### config.mk
export PLATFORM = sky130hd
export DESIGN_NAME = instr_loader_flat
export DESIGN_NICKNAME = d
export VERILOG_FILES = /design/src/rtl/instr_loader_if.sv /design/src/rtl/instr_loader.sv /design/src/flat_wrapper.sv
export SDC_FILE = /design/constraint.sdc
export NUM_CORES = 1
export LEC_CHECK = 0
export BUFFER_PORTS_ARGS = -buffer_cell sky130_fd_sc_hd__buf_2
export CAP_MARGIN = 20
export CORE_MARGIN = 10
export CORE_UTILIZATION = 45
export DETAILED_ROUTE_END_ITERATION = 7
export GPL_TIMING_DRIVEN = 1
export MAX_ROUTING_LAYER = met4
export PLACE_DENSITY_LB_ADDON = 0.05
export SYNTH_ARGS = -nofsm -noshare
export SYNTH_HDL_FRONTEND = slang
export SYNTH_SLANG_ARGS = --single-unit
export TNS_END_PERCENT = 20
### constraint.sdc
create_clock -name clk -period 2 [get_ports clk]
set_input_delay 0.3 -clock clk [delete_from_list [all_inputs] [get_ports clk]]
set_output_delay 0.3 -clock clk [all_outputs]
set_load 0.05 [all_outputs]
### src/rtl/instr_loader_if.sv
// instr_loader_if: handshake and memory-write bundle for instr_loader.
//   master : program source side (drives start/len/in_valid/in_data,
//            observes everything else)
//   slave  : loader side (instr_loader)
// Signals:
//   start, len          load request and word count (D+1 bits)
//   in_valid, in_data   incoming machine-code word stream
//   in_ready            loader accepts in_data this cycle
//   wr_en/addr/data     instruction-memory write port
//   busy, done          load status
//   cpu_hold            core held in reset / PC frozen
//   err                 checksum mismatch (checksum builds only)
interface instr_loader_if #(
    parameter int unsigned D = 10,
    parameter int unsigned W = 9
);
    logic         start;
    logic [D:0]   len;
    logic         in_valid;
    logic [W-1:0] in_data;
    logic         in_ready;
    logic         wr_en;
    logic [D-1:0] wr_addr;
    logic [W-1:0] wr_data;
    logic         busy;
    logic         done;
    logic         cpu_hold;
    logic         err;

    modport master (
        output start, len, in_valid, in_data,
        input  in_ready, wr_en, wr_addr, wr_data, busy, done, cpu_hold, err
    );

    modport slave (
        input  start, len, in_valid, in_data,
        output in_ready, wr_en, wr_addr, wr_data, busy, done, cpu_hold, err
    );
endinterface

### src/rtl/instr_loader.sv
// instr_loader: accepts a stream of W-bit machine-code words over a
// valid/ready handshake and writes them to instruction memory at
// sequential addresses starting at 0. Holds the core (cpu_hold) until a
// load completes.
// Ports:
//   clk    system clock, rising edge
//   reset  synchronous, active-high
//   bus    instr_loader_if.slave (start/len, in_valid/in_data/in_ready,
//          wr_en/wr_addr/wr_data, busy, done, cpu_hold, err)
// Optional feature macro: INSTR_LOADER_CHECKSUM_EN
//   When defined, one extra checksum word (XOR of all loaded words) is
//   accepted after the last data word; a mismatch raises err and keeps
//   the core held. When undefined, err is tied 0.
module instr_loader #(
    parameter int unsigned D = 10,
    parameter int unsigned W = 9
) (
    input logic          clk,
    input logic          reset,
    instr_loader_if.slave bus
);

`ifdef INSTR_LOADER_CHECKSUM_EN
    typedef enum logic [1:0] {IDLE, LOAD, CHK, DONE} state_t;
`else
    typedef enum logic [1:0] {IDLE, LOAD, DONE} state_t;
`endif

    localparam logic [D:0] LEN_MAX = {1'b1, {D{1'b0}}};
    localparam logic [D:0] CNT_ONE = {{D{1'b0}}, 1'b1};

    state_t       state;
    logic [D:0]   len_q;
    logic [D:0]   cnt;
    logic         in_ready_q;
    logic         wr_en_q;
    logic [D-1:0] wr_addr_q;
    logic [W-1:0] wr_data_q;
    logic         busy_q;
    logic         done_q;
    logic         cpu_hold_q;

    logic         start_ok;
    logic         accept;
    logic [D:0]   cnt_inc;
    logic         last_word;
    logic [D:0]   len_sat;

    assign start_ok  = bus.start && (bus.len != '0);
    assign accept    = bus.in_valid && in_ready_q;
    assign cnt_inc   = cnt + CNT_ONE;
    assign last_word = (cnt_inc == len_q);
    assign len_sat   = (bus.len > LEN_MAX) ? LEN_MAX : bus.len;

`ifdef INSTR_LOADER_CHECKSUM_EN
    logic         err_q;
    logic [W-1:0] csum;
    assign bus.err = err_q;
`else
    assign bus.err = 1'b0;
`endif

    assign bus.in_ready = in_ready_q;
    assign bus.wr_en    = wr_en_q;
    assign bus.wr_addr  = wr_addr_q;
    assign bus.wr_data  = wr_data_q;
    assign bus.busy     = busy_q;
    assign bus.done     = done_q;
    assign bus.cpu_hold = cpu_hold_q;

    always_ff @(posedge clk) begin
        if (reset) begin
            state      <= IDLE;
            len_q      <= '0;
            cnt        <= '0;
            in_ready_q <= 1'b0;
            wr_en_q    <= 1'b0;
            wr_addr_q  <= '0;
            wr_data_q  <= '0;
            busy_q     <= 1'b0;
            done_q     <= 1'b0;
            cpu_hold_q <= 1'b1;
`ifdef INSTR_LOADER_CHECKSUM_EN
            err_q      <= 1'b0;
            csum       <= '0;
`endif
        end else begin
            // Write strobe only in the cycle right after a data accept.
            wr_en_q <= 1'b0;
            case (state)
                IDLE, DONE: begin
                    if (start_ok) begin
                        state      <= LOAD;
                        len_q      <= len_sat;
                        cnt        <= '0;
                        in_ready_q <= 1'b1;
                        busy_q     <= 1'b1;
                        done_q     <= 1'b0;
                        cpu_hold_q <= 1'b1;
`ifdef INSTR_LOADER_CHECKSUM_EN
                        err_q      <= 1'b0;
                        csum       <= '0;
`endif
                    end
                end
                LOAD: begin
                    if (!in_ready_q) begin
                        // in_ready already dropped after the final accept;
                        // the final write strobe is out this cycle.
                        state      <= DONE;
                        busy_q     <= 1'b0;
                        done_q     <= 1'b1;
                        cpu_hold_q <= 1'b0;
                    end else if (accept) begin
                        wr_en_q   <= 1'b1;
                        wr_addr_q <= cnt[D-1:0];
                        wr_data_q <= bus.in_data;
                        cnt       <= cnt_inc;
`ifdef INSTR_LOADER_CHECKSUM_EN
                        csum      <= csum ^ bus.in_data;
                        if (last_word) begin
                            state <= CHK;
                        end
`else
                        if (last_word) begin
                            in_ready_q <= 1'b0;
                        end
`endif
                    end
                end
`ifdef INSTR_LOADER_CHECKSUM_EN
                CHK: begin
                    // Checksum word is consumed but never written.
                    if (accept) begin
                        state      <= DONE;
                        in_ready_q <= 1'b0;
                        busy_q     <= 1'b0;
                        if (bus.in_data == csum) begin
                            done_q     <= 1'b1;
                            cpu_hold_q <= 1'b0;
                        end else begin
                            err_q <= 1'b1;
                        end
                    end
                end
`endif
                default: begin
                    state <= IDLE;
                end
            endcase
        end
    end

endmodule
### src/flat_wrapper.sv
// flat-port wrapper written by rule: the top's interface ports become plain ports
module instr_loader_flat 
#(
    parameter int unsigned D = 10,
    parameter int unsigned W = 9
)
  (clk, reset, bus_start, bus_len, bus_in_valid, bus_in_data, bus_in_ready, bus_wr_en, bus_wr_addr, bus_wr_data, bus_busy, bus_done, bus_cpu_hold, bus_err);
  instr_loader_if #(.D(D), .W(W)) bus_i ();
  input logic clk;
  input logic reset;
  input wire logic [$bits(bus_i.start)-1:0] bus_start;
  input wire logic [$bits(bus_i.len)-1:0] bus_len;
  input wire logic [$bits(bus_i.in_valid)-1:0] bus_in_valid;
  input wire logic [$bits(bus_i.in_data)-1:0] bus_in_data;
  output wire logic [$bits(bus_i.in_ready)-1:0] bus_in_ready;
  output wire logic [$bits(bus_i.wr_en)-1:0] bus_wr_en;
  output wire logic [$bits(bus_i.wr_addr)-1:0] bus_wr_addr;
  output wire logic [$bits(bus_i.wr_data)-1:0] bus_wr_data;
  output wire logic [$bits(bus_i.busy)-1:0] bus_busy;
  output wire logic [$bits(bus_i.done)-1:0] bus_done;
  output wire logic [$bits(bus_i.cpu_hold)-1:0] bus_cpu_hold;
  output wire logic [$bits(bus_i.err)-1:0] bus_err;
  assign bus_i.start = bus_start;
  assign bus_i.len = bus_len;
  assign bus_i.in_valid = bus_in_valid;
  assign bus_i.in_data = bus_in_data;
  assign bus_in_ready = bus_i.in_ready;
  assign bus_wr_en = bus_i.wr_en;
  assign bus_wr_addr = bus_i.wr_addr;
  assign bus_wr_data = bus_i.wr_data;
  assign bus_busy = bus_i.busy;
  assign bus_done = bus_i.done;
  assign bus_cpu_hold = bus_i.cpu_hold;
  assign bus_err = bus_i.err;
  instr_loader #(.D(D), .W(W)) u_core (.clk(clk), .reset(reset), .bus(bus_i));
endmodule
==> results of run 1 <==
state kept, by name, indices dropped and copies added, names as in the netlist:
name and flops:
u_core.state 2, u_core.bus.in_ready 1, u_core.cnt 11, u_core.bus.done 1, u_core.bus.wr_en 1, u_core.bus.wr_data 9
u_core.bus.busy 1, u_core.bus.cpu_hold 1, u_core.bus.wr_addr 10, u_core.len_q 11
cell type report:
cell class	count	area, um2	area share [%]
inverters	2	7.51	0.284
multi-input cells	182	1130	42.9
clock buffers	6	82.6	3.12
flip-flops and latches	48	961	36.3
clock inverters	2	13.8	0.521
repair buffers	62	360	13.6
well taps	67	83.8	3.17
where the power goes:
part	switching, W	internal (W)	total, W
Combinational	0.000120	0.0000700	0.000190
Clock	0.000341	0.000283	0.000625
Sequential	0.0000173	0.000976	0.000993
Total	0.000478	0.00133	0.00181
logic make-up after synthesis:
group	Yosys count
AO/OA/AOI/OAI	69
AND/OR/NAND/NOR	94
other	1
buffers and inverters	23
multiplexers	2
flip-flops	48
adder cells (fa/ha/maj)	1
XOR/XNOR	15
synthesized netlist by cell type, types with 3 or more instances:
master | number | area (um2)
sky130_fd_sc_hd__a21oi_1 | 28 | 140
sky130_fd_sc_hd__nand3_1 | 9 | 45.0
sky130_fd_sc_hd__a31oi_1 | 4 | 25.0
sky130_fd_sc_hd__xor2_1 | 3 | 26.3
sky130_fd_sc_hd__o21ai_0 | 7 | 35.0
sky130_fd_sc_hd__and3_1 | 3 | 18.8
sky130_fd_sc_hd__xnor2_1 | 12 | 105
sky130_fd_sc_hd__dfxtp_1 | 48 | 961
sky130_fd_sc_hd__a311oi_1 | 6 | 52.6
sky130_fd_sc_hd__o21a_1 | 3 | 22.5
sky130_fd_sc_hd__buf_2 | 8 | 40.0
sky130_fd_sc_hd__clkbuf_1 | 9 | 33.8
sky130_fd_sc_hd__nor2_1 | 11 | 41.3
sky130_fd_sc_hd__a22o_1 | 8 | 70.1
sky130_fd_sc_hd__nor3_1 | 4 | 20.0
sky130_fd_sc_hd__nand2_1 | 48 | 180
sky130_fd_sc_hd__and2_1 | 3 | 18.8
layout by cell type (no fill, tap or decap), types with 3 or more instances in the layout:
master and n:
sky130_fd_sc_hd__xor2_1 3, sky130_fd_sc_hd__o21a_1 3, sky130_fd_sc_hd__a311oi_1 6, sky130_fd_sc_hd__dfxtp_1 48
sky130_fd_sc_hd__a22o_1 8, sky130_fd_sc_hd__clkbuf_8 6, sky130_fd_sc_hd__a31oi_1 4, sky130_fd_sc_hd__nor2_1 11
sky130_fd_sc_hd__nand3_1 9, sky130_fd_sc_hd__nand2_1 48, sky130_fd_sc_hd__buf_4 14, sky130_fd_sc_hd__o21ai_0 7
sky130_fd_sc_hd__a21oi_1 28, sky130_fd_sc_hd__nor3_1 4, sky130_fd_sc_hd__and2_1 3, sky130_fd_sc_hd__and3_1 3
sky130_fd_sc_hd__buf_2 47, sky130_fd_sc_hd__xnor2_1 12
worst min-delay path by stage:
stage,from,cells past startpoint,slack (ns),end
floorplan,bus_len[0],1,0.43,u_core.len_q[0]
global placement,u_core.bus.wr_data[6],2,0.44,u_core.bus.wr_data[6]
detailed placement,u_core.bus.wr_addr[2],2,0.44,u_core.bus.wr_addr[2]
CTS,bus_in_data[6],3,0.21,u_core.bus.wr_data[6]
global route,bus_in_data[4],3,0.21,u_core.bus.wr_data[4]
finish,bus_in_data[3],3,0.22,u_core.bus.wr_data[3]
routing by layer:
layer	wire length, um	vias up	GRT usage (%)	part of all wire, %
li1	-	986	-	-
met1	2620	915	17.4	48
met2	2620	43	22.0	48
met3	206	6	3.16	3.7
met4	59	0	3.98	1.1
met5	0	-	-	0
worst min-delay path: stages:
cell and delay [ns]:
sky130_fd_sc_hd__buf_2 0.09, sky130_fd_sc_hd__nand2_1 0.04, sky130_fd_sc_hd__a21oi_1 0.05
stage by stage:
step | hold slack [ns] | setup slack [ns] | utilization (%)
detailed placement | 0.443 | 0.187 | 53.9
CTS | 0.213 | 0.258 | 56.0
global placement | 0.439 | 0.203 | 53.9
finish | 0.219 | 0.276 | 56.0
global route | 0.215 | 0.0908 | 56.0
floorplan | 0.425 | 0.166 | -
==> impl_metrics.env, run 1 <==
export IMPL_post_route_cells_drive_above_1_share_pct=26.5
export IMPL_min_period_over_period_pct=86.2
export IMPL_r2r_start="u_core.state[0]"
export IMPL_fin_skew_ns=0.00734
export IMPL_numCtsBuffers=5
export IMPL_routed_wl_um=5510
export IMPL_synth_adder_area_share_pct=0.568
export IMPL_synth_compound_gate_area_share_pct=22.5
export IMPL_yosysWarnings=0
export IMPL_cap_violations=0
export IMPL_async_s_r_ff_share_synth_pct=0
export IMPL_worst_path_stages=6
export IMPL_vdd_drop_max_mv=0.429
export IMPL_root_buffer="sky130_fd_sc_hd__clkbuf_8"
export IMPL_synth_ff_latch_count=48
export IMPL_synthSimpleGateAreaFrac_pct=21.1
export IMPL_dp_final_hpwl_um=3950
export IMPL_detail_route_vias_per_cell=5.28
export IMPL_fp_dieArea_um2=8100
export IMPL_syn_to_final_growth_pct=19.9
export IMPL_synth_seq_area_share_pct=43.6
export IMPL_detailedRoute_firstPassIterationCount=4
export IMPL_cp_end_kind="register"
export IMPL_clock_sinks=48
export IMPL_grt_overflow_total=0
export IMPL_fin_tns_setup_ns=0
export IMPL_dieHeight_um=90.0
export IMPL_fp_row_count=25
export IMPL_timing_critical_path_max_delay_family="simple AND/OR/NAND/NOR gates"
export IMPL_cp_slowest_stage_delay_ns=0.35
export IMPL_max_clock_path_buffers=2
export IMPL_total_power_w=0.00181
export IMPL_final_antenna_net_count=0
export IMPL_power_static_leakage_nw=1.02
export IMPL_final_min_clock_period_ns=1.72
export IMPL_layout_filler_cells=459
export IMPL_critical_path_slowest_cell="sky130_fd_sc_hd__dfxtp_1"
export IMPL_synth_edff_count=0
export IMPL_maxSlewViolCount=0
export IMPL_synth_main_ff_cell="sky130_fd_sc_hd__dfxtp_1"
export IMPL_syn_area_per_cell_um2=8.71
export IMPL_hp_class="in -> reg"
export IMPL_xor_xnor_fraction_of_synth_area_pct=5.96
export IMPL_portBuffers=47
export IMPL_cp_startpoint="u_core.state[0]"
export IMPL_syn_nets=278
export IMPL_grt_start_max_net_pins=38
export IMPL_die_w_um=90.0
export IMPL_unrepaired_setup_endpoints_after_global_routing="no"
export IMPL_worstSetupPathType="reg -> reg"
export IMPL_post_route_drc_count=0
export IMPL_hold_buffers=0
export IMPL_run_status="finished clean"
export IMPL_setup_viol=0
export IMPL_track_usage_pct=13.9
export IMPL_critical_path_startpoint_type="register"
export IMPL_finish_instance_area_um2=2640
export IMPL_antenna_cells=0
export IMPL_reg2reg_to="u_core.cnt[8]"
export IMPL_placeableCoreArea_um2=4720
export IMPL_synthesis_instances=253
export IMPL_critPathArrivalTime_ns=1.94
export IMPL_gpl_final_weighted_congestion=0.852
export IMPL_vias=1950
export IMPL_cts_htree_levels=2
export IMPL_combinational_family_with_the_most_area_after_synthesis="compound AO/OA/AOI/OAI gates"
export IMPL_setup_worst_path_end="u_core.cnt[8]"
export IMPL_number_of_drc_markers_after_the_initial_detailed_route_iteration=115
export IMPL_cp_buffers_inverters=2
export IMPL_timing_hold_violations_final=0
export IMPL_floorplan_initialDensity_pct=46.7
export IMPL_avgRoutedWirePerCell_um=14.9
export IMPL_antenna_found_initial=0
export IMPL_design_final_nets=326
export IMPL_post_synth_instance_area_um2=2200
export IMPL_timing_fmax_mhz=580
export IMPL_timing_critical_path_required_ns=2.22
export IMPL_power_per_cell_area_nw_per_um2=684
export IMPL_cp_max_fo=32
export IMPL_worst_reg_to_reg_path_cell_count=6
export IMPL_clock_latency_ns=0.30
export IMPL_synth_area_mux_share_pct=1.14
export IMPL_path_clk_slew_ns=0.09
export IMPL_postCtsSetupRepairBufs=0
export IMPL_final_cells=369
export IMPL_cp_cell_sequence="nor2b_2, and3_1, buf_12, or2_1, buf_4, a311oi_1"
export IMPL_ios=49
export IMPL_post_dp_cell_area_um2=2550
export IMPL_post_cts_resized=0
export IMPL_first_pass_grt_wire_length_um=9240
export IMPL_reg2reg_slack_ns=0.28
export IMPL_place_detailed_instances=361
export IMPL_post_synth_num_cell_types=49
export IMPL_tritoncts_clock_tree="built"
export IMPL_vias_in_the_first_global_route=1913
Power figures use the tool's default switching activity.
==> run 2, diff against run 1 <==
--- a/config.mk
+++ b/config.mk
@@ -10,9 +10,10 @@
 export CORE_MARGIN = 10
 export CORE_UTILIZATION = 45
 export DETAILED_ROUTE_END_ITERATION = 7
-export GPL_TIMING_DRIVEN = 1
+export GPL_TIMING_DRIVEN = 0
 export MAX_ROUTING_LAYER = met4
 export PLACE_DENSITY_LB_ADDON = 0.05
+export RECOVER_POWER = 25
 export SYNTH_ARGS = -nofsm -noshare
 export SYNTH_HDL_FRONTEND = slang
 export SYNTH_SLANG_ARGS = --single-unit
==> constraint.sdc (replaced) <==
create_clock -name clk -period 2 [get_ports clk]
set_input_delay 0.4 -clock clk [delete_from_list [all_inputs] [get_ports clk]]
set_output_delay 0.4 -clock clk [all_outputs]
set_load 0.05 [all_outputs]
==> impl_metrics.env, run 2 (same netlist as run 1, synthesis figures left out) <==
export IMPL_most_frequent_cells_in_the_layout="sky130_fd_sc_hd__nand2_1 (48), sky130_fd_sc_hd__dfxtp_1 (46), sky130_fd_sc_hd__buf_2 (37)"
export IMPL_r2r_start="u_core.cnt[0]"
export IMPL_cp_buffers_inverters=1
export IMPL_maxSlewViolCount=0
export IMPL_floorplan_initialDensity_pct=46.7
export IMPL_power_per_cell_area_nw_per_um2=672
export IMPL_run_status="finished clean"
export IMPL_numCtsBuffers=5
export IMPL_grt_start_max_net_pins=15
export IMPL_cp_max_fo=6
export IMPL_layout_filler_cells=464
export IMPL_cp_startpoint="u_core.cnt[0]"
export IMPL_cts_htree_levels=2
export IMPL_final_antenna_net_count=0
export IMPL_dieHeight_um=90.0
export IMPL_post_route_drc_count=0
export IMPL_first_pass_grt_wire_length_um=9500
export IMPL_mostFrequentLayoutCell="sky130_fd_sc_hd__nand2_1"
export IMPL_fp_dieArea_um2=8100
export IMPL_max_slew_margin_rel_pct=59.4
export IMPL_worst_reg_to_reg_path_cell_count=7
export IMPL_ios=49
export IMPL_power_static_leakage_nw=0.934
export IMPL_worst_path_stages=7
export IMPL_area_sequential_um2=966
export IMPL_setup_viol=0
export IMPL_min_period_over_period_pct=92.5
export IMPL_clock_latency_ns=0.31
export IMPL_cap_violations=0
export IMPL_vdd_drop_max_mv=0.406
export IMPL_fin_skew_ns=0.00454
export IMPL_detailedRoute_firstPassIterationCount=4
export IMPL_reg2reg_slack_ns=0.15
export IMPL_timing_critical_path_required_ns=2.18
export IMPL_placeableCoreArea_um2=4720
export IMPL_critical_path_startpoint_type="register"
export IMPL_antenna_cells=0
export IMPL_unrepaired_setup_endpoints_after_global_routing="no"
export IMPL_vias_in_the_first_global_route=1964
export IMPL_avgRoutedWirePerCell_um=14.8
export IMPL_die_w_um=90.0
export IMPL_timing_critical_path_max_delay_family="compound AO/OA/AOI/OAI gates"
export IMPL_root_buffer="sky130_fd_sc_hd__clkbuf_8"
export IMPL_post_route_cells_drive_above_1_share_pct=20.4
export IMPL_final_min_clock_period_ns=1.85
export IMPL_worst_pin_slew_ns=0.612
export IMPL_max_clock_path_buffers=2
export IMPL_vias=1990
export IMPL_cp_slowest_stage_delay_ns=0.40
export IMPL_post_dp_cell_area_um2=2520
export IMPL_antenna_found_initial=0
export IMPL_total_power_w=0.00175
export IMPL_detail_route_vias_per_cell=5.29
export IMPL_hp_class="in -> reg"
export IMPL_critical_path_slowest_cell="sky130_fd_sc_hd__dfxtp_4"
export IMPL_timing_hold_violations_final=0
export IMPL_syn_to_final_growth_pct=18.3
export IMPL_path_clk_slew_ns=0.09
export IMPL_reg2reg_to="u_core.bus.in_ready"
export IMPL_finish_instance_area_um2=2610
export IMPL_routed_wl_um=5550
export IMPL_design_final_nets=334
export IMPL_fp_row_count=25
export IMPL_cp_cell_sequence="ha_2, and2_4, and2_1, buf_2, nand3_1, o311ai_1, a31oi_1"
export IMPL_number_of_drc_markers_after_the_initial_detailed_route_iteration=183
export IMPL_worstSetupPathType="reg -> reg"
export IMPL_setup_worst_path_end="u_core.bus.in_ready"
export IMPL_timing_fmax_mhz=541
export IMPL_grt_overflow_total=0
export IMPL_critPathArrivalTime_ns=2.03
export IMPL_clock_sinks=48
export IMPL_gpl_final_weighted_congestion=0.888
export IMPL_multiInputGateArea_um2=1140
export IMPL_hold_buffers=0
export IMPL_tritoncts_clock_tree="built"
export IMPL_cp_end_kind="register"
export IMPL_track_usage_pct=14.3
export IMPL_portBuffers=47
export IMPL_dp_final_hpwl_um=4050
[run 2: metrics by stage]
step / std cells / TNS (ns) / setup slack [ns] / hold slack [ns] / utilization (%)
3_5_place_dp: 367 / -0.0424 / -0.0424 / 0.444 / 53.4
4_1_cts: 374 / 0 / 0.0249 / 0.317 / 55.2
5_1_grt: 376 / 0 / 0.0541 / 0.314 / 55.2
3_3_place_gp: 367 / -0.0605 / -0.0605 / 0.439 / 53.4
6_report: 376 / 0 / 0.151 / 0.315 / 55.2
2_1_floorplan: 253 / 0 / 0.166 / 0.445 / -
[run 2: power by group]
part | total [W] | internal, W | leakage (nW) | switching [W]
Combinational | 0.000191 | 0.0000700 | 0.504 | 0.000121
Clock | 0.000569 | 0.000237 | 0.0400 | 0.000331
Sequential | 0.000992 | 0.000975 | 0.390 | 0.0000176
Total | 0.00175 | 0.00128 | 0.934 | 0.000470
[run 2: per-layer routing]
| layer | global-route usage, % | routed length [um] | vias to the layer above |
|---|---|---|---|
| met4 | 3.98 | 65 | 0 |
| met1 | 17.2 | 2670 | 934 |
| met3 | 3.57 | 240 | 5 |
| met5 | - | 0 | - |
| li1 | - | - | 1002 |
| met2 | 23.2 | 2580 | 49 |
[run 2: worst reg2reg max path, cell delays in order, from the launching register on]
cell and delay [ns]:
sky130_fd_sc_hd__dfxtp_4 0.40, sky130_fd_sc_hd__ha_2 0.25, sky130_fd_sc_hd__and2_4 0.18, sky130_fd_sc_hd__and2_1 0.11
sky130_fd_sc_hd__buf_2 0.18, sky130_fd_sc_hd__nand3_1 0.14, sky130_fd_sc_hd__o311ai_1 0.31, sky130_fd_sc_hd__a31oi_1 0.15
[run 2: what timing repair did]
action	4_1_cts	5_1_grt
gates cloned	0	0
setup endpoints to repair	1	1
buffers inserted	0	2
gates resized for setup	1	4
pin swaps	0	1
[run 2: area by class of cell]
| cell class | instances | area share [%] |
|---|---|---|
| clock buffers | 5 | 2.64 |
| flip-flops and latches | 48 | 37.0 |
| inverters | 2 | 0.288 |
| repair buffers | 49 | 8.73 |
| multi-input cells | 182 | 43.7 |
| well taps | 67 | 3.21 |
| clock inverters | 2 | 0.480 |
| plain buffers | 21 | 3.89 |
[run 2: worst min path at each step]
stage | startpoint | to | slack [ns] | cells past startpoint
detailed placement | u_core.bus.wr_data[8] | u_core.bus.wr_data[8] | 0.44 | 2
finish | bus_len[1] | u_core.len_q[1] | 0.32 | 2
global route | bus_in_data[6] | u_core.bus.wr_data[6] | 0.31 | 3
floorplan | u_core.len_q[8] | u_core.len_q[8] | 0.45 | 2
global placement | u_core.bus.wr_data[8] | u_core.bus.wr_data[8] | 0.44 | 2
CTS | bus_len[1] | u_core.len_q[1] | 0.32 | 2
